`src/rtl/cdecv_sequencer_if.sv`:
```
// ----------------------------------------------------------------------------
// cdecv_sequencer_if
//
// Purpose: groups the CDECv sequencer's datapath/monitor signals into one
// bundle. The sequencer takes the slave modport. The datapath and monitor
// side, or a testbench, takes the master modport.
//
// Signals (direction as seen by the sequencer / slave):
//   I          in   8        instruction register contents
//   SZCy       in   3        flags {S,Z,Cy}
//   run        in   1        1 = free-running, 0 = pause at instruction boundary
//   step       in   1        single-cycle pulse, one instruction while paused
//   xsrc       out  3        bus source select
//   xdst       out  10       one-hot load enables {FLG,R,T,I,WD,MA,C,B,A,PC}
//   aluop      out  4        ALU operation
//   we         out  1        memory write strobe
//   state      out  STATE_W  encoded current microstate
//   instr_done out  1        pulse in the final execute cycle of an instruction
//   paused     out  1        high in PAUSE
//   halted     out  1        high in HALT or TRAP
// ----------------------------------------------------------------------------
interface cdecv_sequencer_if #(
    parameter int unsigned STATE_W = 5
) ();

    logic [7:0]         I;
    logic [2:0]         SZCy;
    logic               run;
    logic               step;
    logic [2:0]         xsrc;
    logic [9:0]         xdst;
    logic [3:0]         aluop;
    logic               we;
    logic [STATE_W-1:0] state;
    logic               instr_done;
    logic               paused;
    logic               halted;

    modport slave (
        input  I, SZCy, run, step,
        output xsrc, xdst, aluop, we, state, instr_done, paused, halted
    );

    modport master (
        output I, SZCy, run, step,
        input  xsrc, xdst, aluop, we, state, instr_done, paused, halted
    );

endinterface

```
`src/rtl/cdecv_sequencer.sv`:
```
// ----------------------------------------------------------------------------
// cdecv_sequencer
//
// Purpose: registered control sequencer for the CDECv CPU. It holds the
// microstate register and decodes {state, I, SZCy} into the datapath control
// word (xsrc/xdst/aluop/we). It inserts MEM_WAIT idle cycles ahead of every
// microstate that consumes RD. It also handles monitor run/step control and
// traps illegal opcodes.
//
// Parameters:
//   MEM_WAIT  extra idle cycles before each RD-consuming microstate (0..7)
//   STATE_W   width of the encoded state output (>= 5)
//
// Ports:
//   clk       in   system clock, rising edge
//   n_reset   in   synchronous active-low reset
//   bus       slave modport of cdecv_sequencer_if (see that file for signals)
//
// Optional feature: define CDECV_SEQ_JCC_EN to enable the conditional jump
// class (opcode 0110). When it is undefined, 0110 traps.
//
// State encodings (fixed, distinct):
//   RST=0  F0=1   PAUSE=2 F1=3   F2=4   DEC=5   MOV0=6  ALU0=7  ALU1=8
//   ALU2=9 LD0=10 LD1=11  LD3=12 LD4=13 ST0=14  ST1=15  ST3=16  ST4=17
//   ST5=18 JMP0=19 JMP1=20 JMP3=21 HALT=22 TRAP=23
//
// Wait cycles are not separate states. An RD-consuming state is held, with
// an idle control word, until the wait counter reaches MEM_WAIT. The monitor
// therefore sees the target state during its wait cycles.
// ----------------------------------------------------------------------------
module cdecv_sequencer #(
    parameter int unsigned MEM_WAIT = 0,
    parameter int unsigned STATE_W  = 5
) (
    input  logic             clk,
    input  logic             n_reset,
    cdecv_sequencer_if.slave bus
);

    // ------------------------------------------------------------------
    // Encodings
    // ------------------------------------------------------------------
    localparam logic [4:0] S_RST   = 5'd0;
    localparam logic [4:0] S_F0    = 5'd1;
    localparam logic [4:0] S_PAUSE = 5'd2;
    localparam logic [4:0] S_F1    = 5'd3;
    localparam logic [4:0] S_F2    = 5'd4;
    localparam logic [4:0] S_DEC   = 5'd5;
    localparam logic [4:0] S_MOV0  = 5'd6;
    localparam logic [4:0] S_ALU0  = 5'd7;
    localparam logic [4:0] S_ALU1  = 5'd8;
    localparam logic [4:0] S_ALU2  = 5'd9;
    localparam logic [4:0] S_LD0   = 5'd10;
    localparam logic [4:0] S_LD1   = 5'd11;
    localparam logic [4:0] S_LD3   = 5'd12;
    localparam logic [4:0] S_LD4   = 5'd13;
    localparam logic [4:0] S_ST0   = 5'd14;
    localparam logic [4:0] S_ST1   = 5'd15;
    localparam logic [4:0] S_ST3   = 5'd16;
    localparam logic [4:0] S_ST4   = 5'd17;
    localparam logic [4:0] S_ST5   = 5'd18;
    localparam logic [4:0] S_JMP0  = 5'd19;
    localparam logic [4:0] S_JMP1  = 5'd20;
    localparam logic [4:0] S_JMP3  = 5'd21;
    localparam logic [4:0] S_HALT  = 5'd22;
    localparam logic [4:0] S_TRAP  = 5'd23;

    // Bus sources
    localparam logic [2:0] SRC_PC  = 3'd0;
    localparam logic [2:0] SRC_RD  = 3'd4;
    localparam logic [2:0] SRC_R   = 3'd5;
    localparam logic [2:0] SRC_FF  = 3'd7;

    // One-hot destinations
    localparam logic [9:0] DST_PC  = 10'h001;
    localparam logic [9:0] DST_MA  = 10'h010;
    localparam logic [9:0] DST_WD  = 10'h020;
    localparam logic [9:0] DST_I   = 10'h040;
    localparam logic [9:0] DST_T   = 10'h080;
    localparam logic [9:0] DST_R   = 10'h100;
    localparam logic [9:0] DST_FLG = 10'h200;

    // ALU operations
    localparam logic [3:0] OP_ZERO = 4'b0111;
    localparam logic [3:0] OP_INC  = 4'b1000;
    localparam logic [3:0] OP_ADD  = 4'b1010;
    localparam logic [3:0] OP_SUB  = 4'b1011;
    localparam logic [3:0] OP_AND  = 4'b0100;
    localparam logic [3:0] OP_OR   = 4'b0101;

    // Opcode classes on I[7:4]
    localparam logic [3:0] OPC_NOP  = 4'b0000;
    localparam logic [3:0] OPC_HALT = 4'b0001;
    localparam logic [3:0] OPC_ALU  = 4'b0011;
    localparam logic [3:0] OPC_MOV  = 4'b0100;
    localparam logic [3:0] OPC_JMP  = 4'b0101;
    localparam logic [3:0] OPC_JCC  = 4'b0110;
    localparam logic [3:0] OPC_LD   = 4'b1000;
    localparam logic [3:0] OPC_ST   = 4'b1100;

    localparam logic [2:0] WAIT_N = 3'(MEM_WAIT);

    // Register codes 01/10/11 map to A/B/C. The bus source code equals the
    // register code and the load enable is bit <code>. Code 00 never
    // reaches these helpers because DEC traps it.
    function automatic logic [2:0] f_reg_src(input logic [1:0] code);
        f_reg_src = {1'b0, code};
    endfunction

    function automatic logic [9:0] f_reg_dst(input logic [1:0] code);
        f_reg_dst = 10'h001 << code;
    endfunction

    function automatic logic [3:0] f_alu_op(input logic [1:0] sel);
        case (sel)
            2'b00:   f_alu_op = OP_ADD;
            2'b01:   f_alu_op = OP_SUB;
            2'b10:   f_alu_op = OP_AND;
            default: f_alu_op = OP_OR;
        endcase
    endfunction

    // ------------------------------------------------------------------
    // State
    // ------------------------------------------------------------------
    logic [4:0] r_state;
    logic [2:0] r_wait;
    logic       r_step_ok;  // one-instruction permission granted in PAUSE
    logic       r_skip;     // Jcc not taken: finish after JMP1

    logic [4:0] w_next;
    logic       w_step_ok_d;
    logic       w_skip_d;
    logic       w_done;
    logic       w_rd_state;
    logic       w_stall;
    logic       w_go;
    logic [1:0] w_src_code;
    logic [1:0] w_dst_code;
    logic       w_jcc_cond;

    assign w_src_code = bus.I[3:2];
    assign w_dst_code = bus.I[1:0];
    assign w_go       = bus.run || r_step_ok;

    // Jcc condition on I[1:0]: Z=1, Z=0, Cy=1, S=1
`ifdef CDECV_SEQ_JCC_EN
    always_comb begin
        w_jcc_cond = 1'b0;
        case (bus.I[1:0])
            2'b00:   w_jcc_cond = bus.SZCy[1];
            2'b01:   w_jcc_cond = !bus.SZCy[1];
            2'b10:   w_jcc_cond = bus.SZCy[0];
            default: w_jcc_cond = bus.SZCy[2];
        endcase
    end
`else
    logic w_unused_flags;
    assign w_jcc_cond     = 1'b0;
    assign w_unused_flags = ^bus.SZCy;
`endif

    // Microstates that consume RD and so are preceded by wait cycles
    always_comb begin
        w_rd_state = 1'b0;
        case (r_state)
            S_F2, S_LD3, S_LD4, S_ST3, S_JMP3: w_rd_state = 1'b1;
            default:                          w_rd_state = 1'b0;
        endcase
    end

    assign w_stall = w_rd_state && (r_wait != WAIT_N);

    // ------------------------------------------------------------------
    // Next-state logic
    // ------------------------------------------------------------------
    always_comb begin
        w_next      = r_state;
        w_step_ok_d = r_step_ok;
        w_skip_d    = r_skip;
        w_done      = 1'b0;

        case (r_state)
            S_RST:   w_next = S_F0;
            S_F0:    w_next = w_go ? S_F1 : S_PAUSE;
            S_PAUSE: begin
                if (bus.run || bus.step) begin
                    w_next = S_F0;
                end
                if (bus.step) begin
                    w_step_ok_d = 1'b1;
                end
            end
            S_F1:    w_next = S_F2;
            S_F2:    w_next = w_stall ? S_F2 : S_DEC;
            S_DEC: begin
                w_skip_d = 1'b0;
                case (bus.I[7:4])
                    OPC_NOP:  w_done = 1'b1;
                    OPC_HALT: w_next = S_HALT;
                    OPC_MOV:  w_next = (w_src_code == 2'b00 || w_dst_code == 2'b00) ?
                                       S_TRAP : S_MOV0;
                    OPC_ALU:  w_next = (w_dst_code == 2'b00) ? S_TRAP : S_ALU0;
                    OPC_LD:   w_next = (w_dst_code == 2'b00) ? S_TRAP : S_LD0;
                    OPC_ST:   w_next = (w_src_code == 2'b00) ? S_TRAP : S_ST0;
                    OPC_JMP:  w_next = S_JMP0;
`ifdef CDECV_SEQ_JCC_EN
                    OPC_JCC: begin
                        w_next   = S_JMP0;
                        w_skip_d = !w_jcc_cond;
                    end
`endif
                    default:  w_next = S_TRAP;
                endcase
            end
            S_MOV0:  w_done = 1'b1;
            S_ALU0:  w_next = S_ALU1;
            S_ALU1:  w_next = S_ALU2;
            S_ALU2:  w_done = 1'b1;
            S_LD0:   w_next = S_LD1;
            S_LD1:   w_next = S_LD3;
            S_LD3:   w_next = w_stall ? S_LD3 : S_LD4;
            S_LD4:   w_done = !w_stall;
            S_ST0:   w_next = S_ST1;
            S_ST1:   w_next = S_ST3;
            S_ST3:   w_next = w_stall ? S_ST3 : S_ST4;
            S_ST4:   w_next = S_ST5;
            S_ST5:   w_done = 1'b1;
            S_JMP0:  w_next = S_JMP1;
            S_JMP1: begin
                // A not-taken Jcc has already stepped PC past the operand
                if (r_skip) begin
                    w_done = 1'b1;
                end else begin
                    w_next = S_JMP3;
                end
            end
            S_JMP3:  w_done = !w_stall;
            S_HALT:  w_next = S_HALT;
            S_TRAP:  w_next = S_TRAP;
            default: w_next = S_TRAP;
        endcase

        // Instruction boundary: back to fetch and consume any granted step
        if (w_done) begin
            w_next      = S_F0;
            w_step_ok_d = 1'b0;
        end
    end

    always_ff @(posedge clk) begin
        if (!n_reset) begin
            r_state   <= S_RST;
            r_wait    <= 3'd0;
            r_step_ok <= 1'b0;
            r_skip    <= 1'b0;
        end else begin
            r_state   <= w_next;
            r_wait    <= w_stall ? r_wait + 3'd1 : 3'd0;
            r_step_ok <= w_step_ok_d;
            r_skip    <= w_skip_d;
        end
    end

    // ------------------------------------------------------------------
    // Control word decode
    // ------------------------------------------------------------------
    always_comb begin
        bus.xsrc  = SRC_FF;
        bus.xdst  = '0;
        bus.aluop = OP_ZERO;
        bus.we    = 1'b0;

        case (r_state)
            S_F0: begin
                if (w_go) begin
                    bus.xsrc  = SRC_PC;
                    bus.xdst  = DST_MA | DST_R;
                    bus.aluop = OP_INC;
                end
            end
            S_LD0, S_ST0, S_JMP0: begin
                bus.xsrc  = SRC_PC;
                bus.xdst  = DST_MA | DST_R;
                bus.aluop = OP_INC;
            end
            S_F1, S_LD1, S_ST1, S_JMP1: begin
                bus.xsrc = SRC_R;
                bus.xdst = DST_PC;
            end
            S_F2: begin
                if (!w_stall) begin
                    bus.xsrc = SRC_RD;
                    bus.xdst = DST_I;
                end
            end
            S_MOV0: begin
                bus.xsrc = f_reg_src(w_src_code);
                bus.xdst = f_reg_dst(w_dst_code);
            end
            S_ALU0: begin
                bus.xsrc = f_reg_src(2'b01);
                bus.xdst = DST_T;
            end
            S_ALU1: begin
                bus.xsrc  = f_reg_src(2'b10);
                bus.xdst  = DST_R | DST_FLG;
                bus.aluop = f_alu_op(w_src_code);
            end
            S_ALU2: begin
                bus.xsrc = SRC_R;
                bus.xdst = f_reg_dst(w_dst_code);
            end
            S_LD3, S_ST3: begin
                if (!w_stall) begin
                    bus.xsrc = SRC_RD;
                    bus.xdst = DST_MA;
                end
            end
            S_LD4: begin
                if (!w_stall) begin
                    bus.xsrc = SRC_RD;
                    bus.xdst = f_reg_dst(w_dst_code);
                end
            end
            S_ST4: begin
                bus.xsrc = f_reg_src(w_src_code);
                bus.xdst = DST_WD;
            end
            S_ST5:   bus.we = 1'b1;
            S_JMP3: begin
                if (!w_stall) begin
                    bus.xsrc = SRC_RD;
                    bus.xdst = DST_PC;
                end
            end
            default: ;
        endcase
    end

    assign bus.state      = STATE_W'(r_state);
    assign bus.instr_done = w_done;
    assign bus.paused     = (r_state == S_PAUSE);
    assign bus.halted     = (r_state == S_HALT) || (r_state == S_TRAP);

endmodule

```
`src/flat_wrapper.sv`:
```
// flat-port wrapper written by rule: the top's interface ports become plain ports
module cdecv_sequencer_flat 
#(
    parameter int unsigned MEM_WAIT = 0,
    parameter int unsigned STATE_W  = 5
)
  (clk, n_reset, bus_I, bus_SZCy, bus_run, bus_step, bus_xsrc, bus_xdst, bus_aluop, bus_we, bus_state, bus_instr_done, bus_paused, bus_halted);
  cdecv_sequencer_if #(.STATE_W(STATE_W)) bus_i ();
  input  logic clk;
  input  logic n_reset;
  input wire logic [$bits(bus_i.I)-1:0] bus_I;
  input wire logic [$bits(bus_i.SZCy)-1:0] bus_SZCy;
  input wire logic [$bits(bus_i.run)-1:0] bus_run;
  input wire logic [$bits(bus_i.step)-1:0] bus_step;
  output wire logic [$bits(bus_i.xsrc)-1:0] bus_xsrc;
  output wire logic [$bits(bus_i.xdst)-1:0] bus_xdst;
  output wire logic [$bits(bus_i.aluop)-1:0] bus_aluop;
  output wire logic [$bits(bus_i.we)-1:0] bus_we;
  output wire logic [$bits(bus_i.state)-1:0] bus_state;
  output wire logic [$bits(bus_i.instr_done)-1:0] bus_instr_done;
  output wire logic [$bits(bus_i.paused)-1:0] bus_paused;
  output wire logic [$bits(bus_i.halted)-1:0] bus_halted;
  assign bus_i.I = bus_I;
  assign bus_i.SZCy = bus_SZCy;
  assign bus_i.run = bus_run;
  assign bus_i.step = bus_step;
  assign bus_xsrc = bus_i.xsrc;
  assign bus_xdst = bus_i.xdst;
  assign bus_aluop = bus_i.aluop;
  assign bus_we = bus_i.we;
  assign bus_state = bus_i.state;
  assign bus_instr_done = bus_i.instr_done;
  assign bus_paused = bus_i.paused;
  assign bus_halted = bus_i.halted;
  cdecv_sequencer #(.MEM_WAIT(MEM_WAIT), .STATE_W(STATE_W)) u_core (.clk(clk), .n_reset(n_reset), .bus(bus_i));
endmodule
```
`config.mk`:
```
export PLATFORM = sky130hd
export DESIGN_NAME = cdecv_sequencer_flat
export DESIGN_NICKNAME = d
export VERILOG_FILES = /design/src/rtl/cdecv_sequencer_if.sv /design/src/rtl/cdecv_sequencer.sv /design/src/flat_wrapper.sv
export SDC_FILE = /design/constraint.sdc
export NUM_CORES = 1
export LEC_CHECK = 0
export CAP_MARGIN = 30
export CORE_MARGIN = 1.5
export CORE_UTILIZATION = 40
export DETAILED_ROUTE_END_ITERATION = 10
export PLACE_DENSITY_LB_ADDON = 0.15
export SLEW_MARGIN = 0
export SYNTH_ARGS = -nofsm -noshare
export SYNTH_HDL_FRONTEND = slang
export SYNTH_SLANG_ARGS = --single-unit
```
`constraint.sdc`:
```
create_clock -name clk -period 4.4 [get_ports clk]
set_clock_uncertainty 0.15 [all_clocks]
set_input_delay 0.88 -clock clk [delete_from_list [all_inputs] [get_ports clk]]
set_output_delay 0.88 -clock clk [all_outputs]
set_load 0.02 [all_outputs]
```
; ---- After elaboration in Yosys (flattened, before gate mapping)
; Index checks and enable logic that the tools add are counted.
[classes]
add_sub_neg = 1
eq_ne = 36
shift = 1
muxes = 28
bitwise = 2
n_reduce_logical = 26
[op_table]
columns = operator, count
row1 = 10-bit case mux with 11 select lines, 1
row2 = 5-bit case mux with 19 select lines, 1
row3 = "5-bit by 4-bit == test with 1-bit output, second input constant", 8
row4 = "5-bit == test, second input constant", 8
row5 = 5-bit case mux with 7 select lines, 1
row6 = 5-bit 2-to-1 mux, 6
row7 = 4-bit case mux with 3 select lines, 2
row8 = 3-bit case mux with 7 select lines, 1
row9 = "5-bit by 3-bit == test with 1-bit output, second input constant", 4
row10 = 5-bit OR reduction, 3
row11 = "5-bit by 2-bit == test with 1-bit output, second input constant", 2
row12 = 10-bit 2-to-1 mux, 1
row13 = 2-bit OR reduction, 5
row14 = "1-bit by 2-bit left shift with 10-bit output, first input constant", 1
row15 = 1-bit 2-to-1 mux, 9
row16 = 9-bit 2-to-1 mux, 1
row17 = "4-bit by 3-bit == test with 1-bit output, second input constant", 2
row18 = "4-bit == test, second input constant", 2
row19 = 7-bit 2-to-1 mux, 1
row20 = 3-bit AND reduction, 2
row21 = 3-bit OR reduction, 2
row22 = "5-bit by 1-bit == test with 1-bit output, second input constant", 1
row23 = 5-bit logical NOT, 1
row24 = "4-bit by 1-bit == test with 1-bit output, second input constant", 1
row25 = other kinds (21), 28
[word_totals]
ff_bits = 9
inputBits = 15
out_inout_bits = 26
elab_cells = 98

; ---- Longest topological paths before layout
[logic_depth]
depth_word = 8
ltp_mapped = 8
mapped_depth_nobuf = 8

; ---- Worst setup path before layout
; Ideal clock, no wire load.
[synth_timing]
path_kind = input -> output
from = input bus_run
to = output bus_aluop[1]
arrival_ns = 2.199
t_required_ns = 3.370
slack_ns = 1.171
stages = 5
path_buffers = 0
cell_sequence = o21ai_0 -> mux2_2 -> o32a_1 -> o22ai_1 -> o21ai_0
[synth_between]
elab_chain_len = 3
[synth_lines]
columns = element, line_no
row1 = start: declaration, flat_wrapper.sv:13  ; input wire logic [$bits(bus_i.run)-1:0] bus_run;
row2 = 1-bit logical OR, cdecv_sequencer.sv:144  ; assign w_go = bus.run || r_step_ok;
row3 = 4-bit 2-to-1 mux, cdecv_sequencer.sv:276  ; if (w_go) begin
row4 = 4-bit case mux with 3 select lines, cdecv_sequencer.sv:274  ; case (r_state)
row5 = end: declaration, flat_wrapper.sv:17  ; output wire logic [$bits(bus_i.aluop)-1:0] bus_aluop;
; Every way passes these cells.

; ---- Worst setup path after layout
[layout_timing]
from = input bus_run
to = output bus_xsrc[0]
[layout_between]
elab_chain_len = 3
[layout_lines]
columns = element, line_no
row1 = 1-bit logical OR, cdecv_sequencer.sv:144
row2 = 3-bit 2-to-1 mux, cdecv_sequencer.sv:276
row3 = 3-bit case mux with 7 select lines, cdecv_sequencer.sv:274
row4 = end: declaration, flat_wrapper.sv:15  ; output wire logic [$bits(bus_i.xsrc)-1:0] bus_xsrc;
; Every way passes these cells.

==> summary.md <==
| Metric | Value |
|---|---|
| Drt first pass iters | `4` |
| Crit path max-delay family | `buffers and inverters` |
| Slowest cell on the critical path | `clkdlybuf4s50_1` |
| Final Critical Period | `3.997 ns` |
| PD cells | `213.2 mW/mm^2` |
| R2r setup slk | `1.83 ns` |
| Layout cell share with drive strength beyond 1 | `7.656%` |
| Crit-path max FO | `3` |
| Worst hold path type | `flop to flop` |
| Cell count after synthesis | `178` |
| CP Launch Type | `primary input` |
| Storage element area | `180.2 sq um` |
| Max Cap Viol | `0` |
| Crit-path max cell delay | `0.62 ns` |
| Slew @ Worst Pin | `0.9393 ns` |
| # rows | `19` |
| Post-CTS setup buffer count | `0` |
| Critical Path Sink Type | `output pin` |
| P&R area growth vs syn | `32.46%` |
| Most frequent cells in the layout | `clkdlybuf4s50_1 (37), nand2_1 (24), nor2_1 (19)` |
| Fmax | `250.2 MHz` |
| Finish-stage setup viols | `0` |
| Initial Utilization | `42.82%` |
| WS Path Type | `primary input to output pin` |
| Final Hold Viols | `0` |
| VDD IR max | `0.2520 mV` |
| Die area | `0.003314 sq mm` |
| Detailed-route DRC error count | `0` |
| Clock sink total | `9` |
| Ys async rst share | `0%` |
| Bufs on Longest Clock Path | `2` |
| Setup_tns | `0 ns` |
| Crit path DAT | `2.97 ns` |
| Final WL | `3493 microns` |
| Synth Net Count | `195` |
| Slew headroom | `37.29%` |
| Most used DFF post-synth | `dfxtp_1` |
| Yosys warnings | `0` |
| Cell mode on critical path | `clkdlybuf4s50_1` |
| TritonCTS clock tree | `done` |
| Final Cycle Share | `90.83%` |
| Die W | `57.57 microns` |
| Vias in the first global route | `1241` |
| Post-CTS Hold Buffers | `0` |
| First-pass GRT wire length | `5789 microns` |
| Clk_lat worst skew | `0.26 ns` |
| Nets | `227` |
| Initial antenna violation count | `0` |
| Critical Path, Cell by Cell | `clkdlybuf4s50_1 > nor2_1 > o21ai_0 > a2111oi_0 > a211oi_1 > o211ai_1 > clkdlybuf4s50_1` |
| Largest net degree at the start of global routing | `31` |
| Vias per cell | `5.917` |
| Area of the multi-input gates | `928.4 sq um` |
| H-tree depth reported by CTS | `1` |
| Dpl cells | `236` |
| Post-synth EDFFs | `0` |
| Status | `completed` |
| Unrepaired setup endpoints after global routing | `false` |
| Syn_area_per_cell | `6.692 sq um` |
| Die height | `57.57 microns` |
| CTS root buffer | `clkbuf_4` |
| Critical path buffers and inverters | `2` |
| Antenna viol nets, final | `0` |
| Standby leakage power | `0.0006078 uW` |
| Crit path required time | `3.37 ns` |
| Mapped cell area | `0.001191 sq mm` |
| Commonest non-fill, non-tap cell in the layout | `clkdlybuf4s50_1` |
| Total number of vias | `1420` |
| Final cell count without fillers | `240` |
| Leading area contributor after synthesis | `dfxtp_1` |
| Total gr overflow | `0` |
| GPL Wtd Cong | `0.8855` |
| 1st-iter DRT viols | `44` |
| Synth cell types | `54` |
| PortBufs | `37` |
| Slew Viols, Final | `0` |
| Cts repair resizes | `0` |
| DPL Wire Length | `2658 microns` |
| Routed wire per std cell | `14.55 microns` |
| Synth area leaders | `dfxtp_1 (15%), nand2_1 (7.6%), nor2_1 (6.0%)` |
| Post-synth top area share | `15.13%` |
| Diodes inserted | `0` |
| Fill cells | `294` |
| Sequential cell area fraction in the yosys report | `15.13%` |
| GRT Util Overall | `21.93%` |
| Reg clk slew, reported paths | `0.06 ns` |
| Seq cells post-synth | `9` |
| Core Region | `0.002781 sq mm` |
| TritonCTS Buffers | `3` |
| Boundary Pins | `41` |
==> power by group <==
group          leakage, uW  total [uW]  switching, uW  internal, uW
sequential       0.0000731         100           14.6          85.7
combinational     0.000520         172           90.8          81.0
clock            0.0000150        64.2           29.2          35.0
total             0.000608         336            135           202
==> state kept, by name, indices dropped and copies added (netlist names) <==
signal / flops
u_core.bus.state: 5
u_core.r_step_ok: 1
u_core.r_wait: 3
==> stage by stage <==
step / cell area (sq um) / power, uW / util [%] / worst slack [ns] / hold slack (ns)
3_3_place_gp: 1551 / 269.5 / 55.78 / 0.4409 / 0.2891
6_report: 1578 / 336.3 / 56.73 / 0.4034 / 0.3069
5_1_grt: 1578 / 358.0 / 56.73 / 0.2959 / 0.3311
4_1_cts: 1578 / 337.5 / 56.73 / 0.3933 / 0.3140
2_1_floorplan: 1191 / 204.2 / - / 1.171 / 0.2673
3_5_place_dp: 1551 / 272.5 / 55.78 / 0.4107 / 0.3049
==> cells by family (layout without fill, tap and decap cells) <==
logic type / count (synthesis) / count (layout) / share of synthesized area (%)
buffers and inverters: 17 / 48 / 6.932
XOR/XNOR: 2 / 2 / 1.471
AO/OA/AOI/OAI: 52 / 52 / 30.04
adder cells (fa/ha/maj): 2 / 2 / 2.101
multiplexers: 2 / 2 / 1.786
AND/OR/NAND/NOR: 94 / 94 / 42.54
flip-flops: 9 / 9 / 15.13
==> layout make-up <==
type	instances	share of cell area, %
Clock buffer	4	1.665
Inverter	5	1.190
Multi-Input combinational cell	152	58.84
Sequential cell	9	11.42
Tap cell	31	2.458
Timing Repair Buffer	39	24.43
==> final timing paths <==
path / end / from / depth (start not counted)
worst max-delay path: bus_xsrc[0] / bus_run / 7
worst min-delay path: u_core.r_wait[0]$_SDFF_PN0_ / u_core.r_wait[0]$_SDFF_PN0_ / 1
worst max register to register: u_core.bus.state[2]$_SDFFE_PP0P_ / u_core.bus.state[4]$_SDFFE_PP0P_ / 6
worst min register to register: u_core.r_wait[0]$_SDFF_PN0_ / u_core.r_wait[0]$_SDFF_PN0_ / 1
==> worst reg2reg max path: cells and delay by family, from the launching register on <==
kind             cells  cell delay (ns)
AND/OR/NAND/NOR      3             0.68
AO/OA/AOI/OAI        3             0.75
flip-flops           1             0.93
==> synth_stat cells, types with 3 or more instances <==
cell and number:
o21ai_0 14, a21oi_1 6, clkbuf_1 5, o22ai_1 3
buf_2 3, a31oi_1 3, nand2_1 24, dfxtp_1 9
nor3b_1 3, nor2b_1 9, nand3_1 5, or2_2 4
a32oi_1 3, nor2_1 19, a21o_1 3, inv_1 5
nand2b_1 4, and3_1 6, nor3_1 8
==> per-layer routing <==
metal	wire length [microns]	up-vias	global-route usage [%]
met5	0	-	0
met2	1679	45	34.90
li1	-	707	-
met3	203	6	5.896
met4	48	0	4.983
met1	1560	662	29.57
Power figures use the tool's default switching activity.
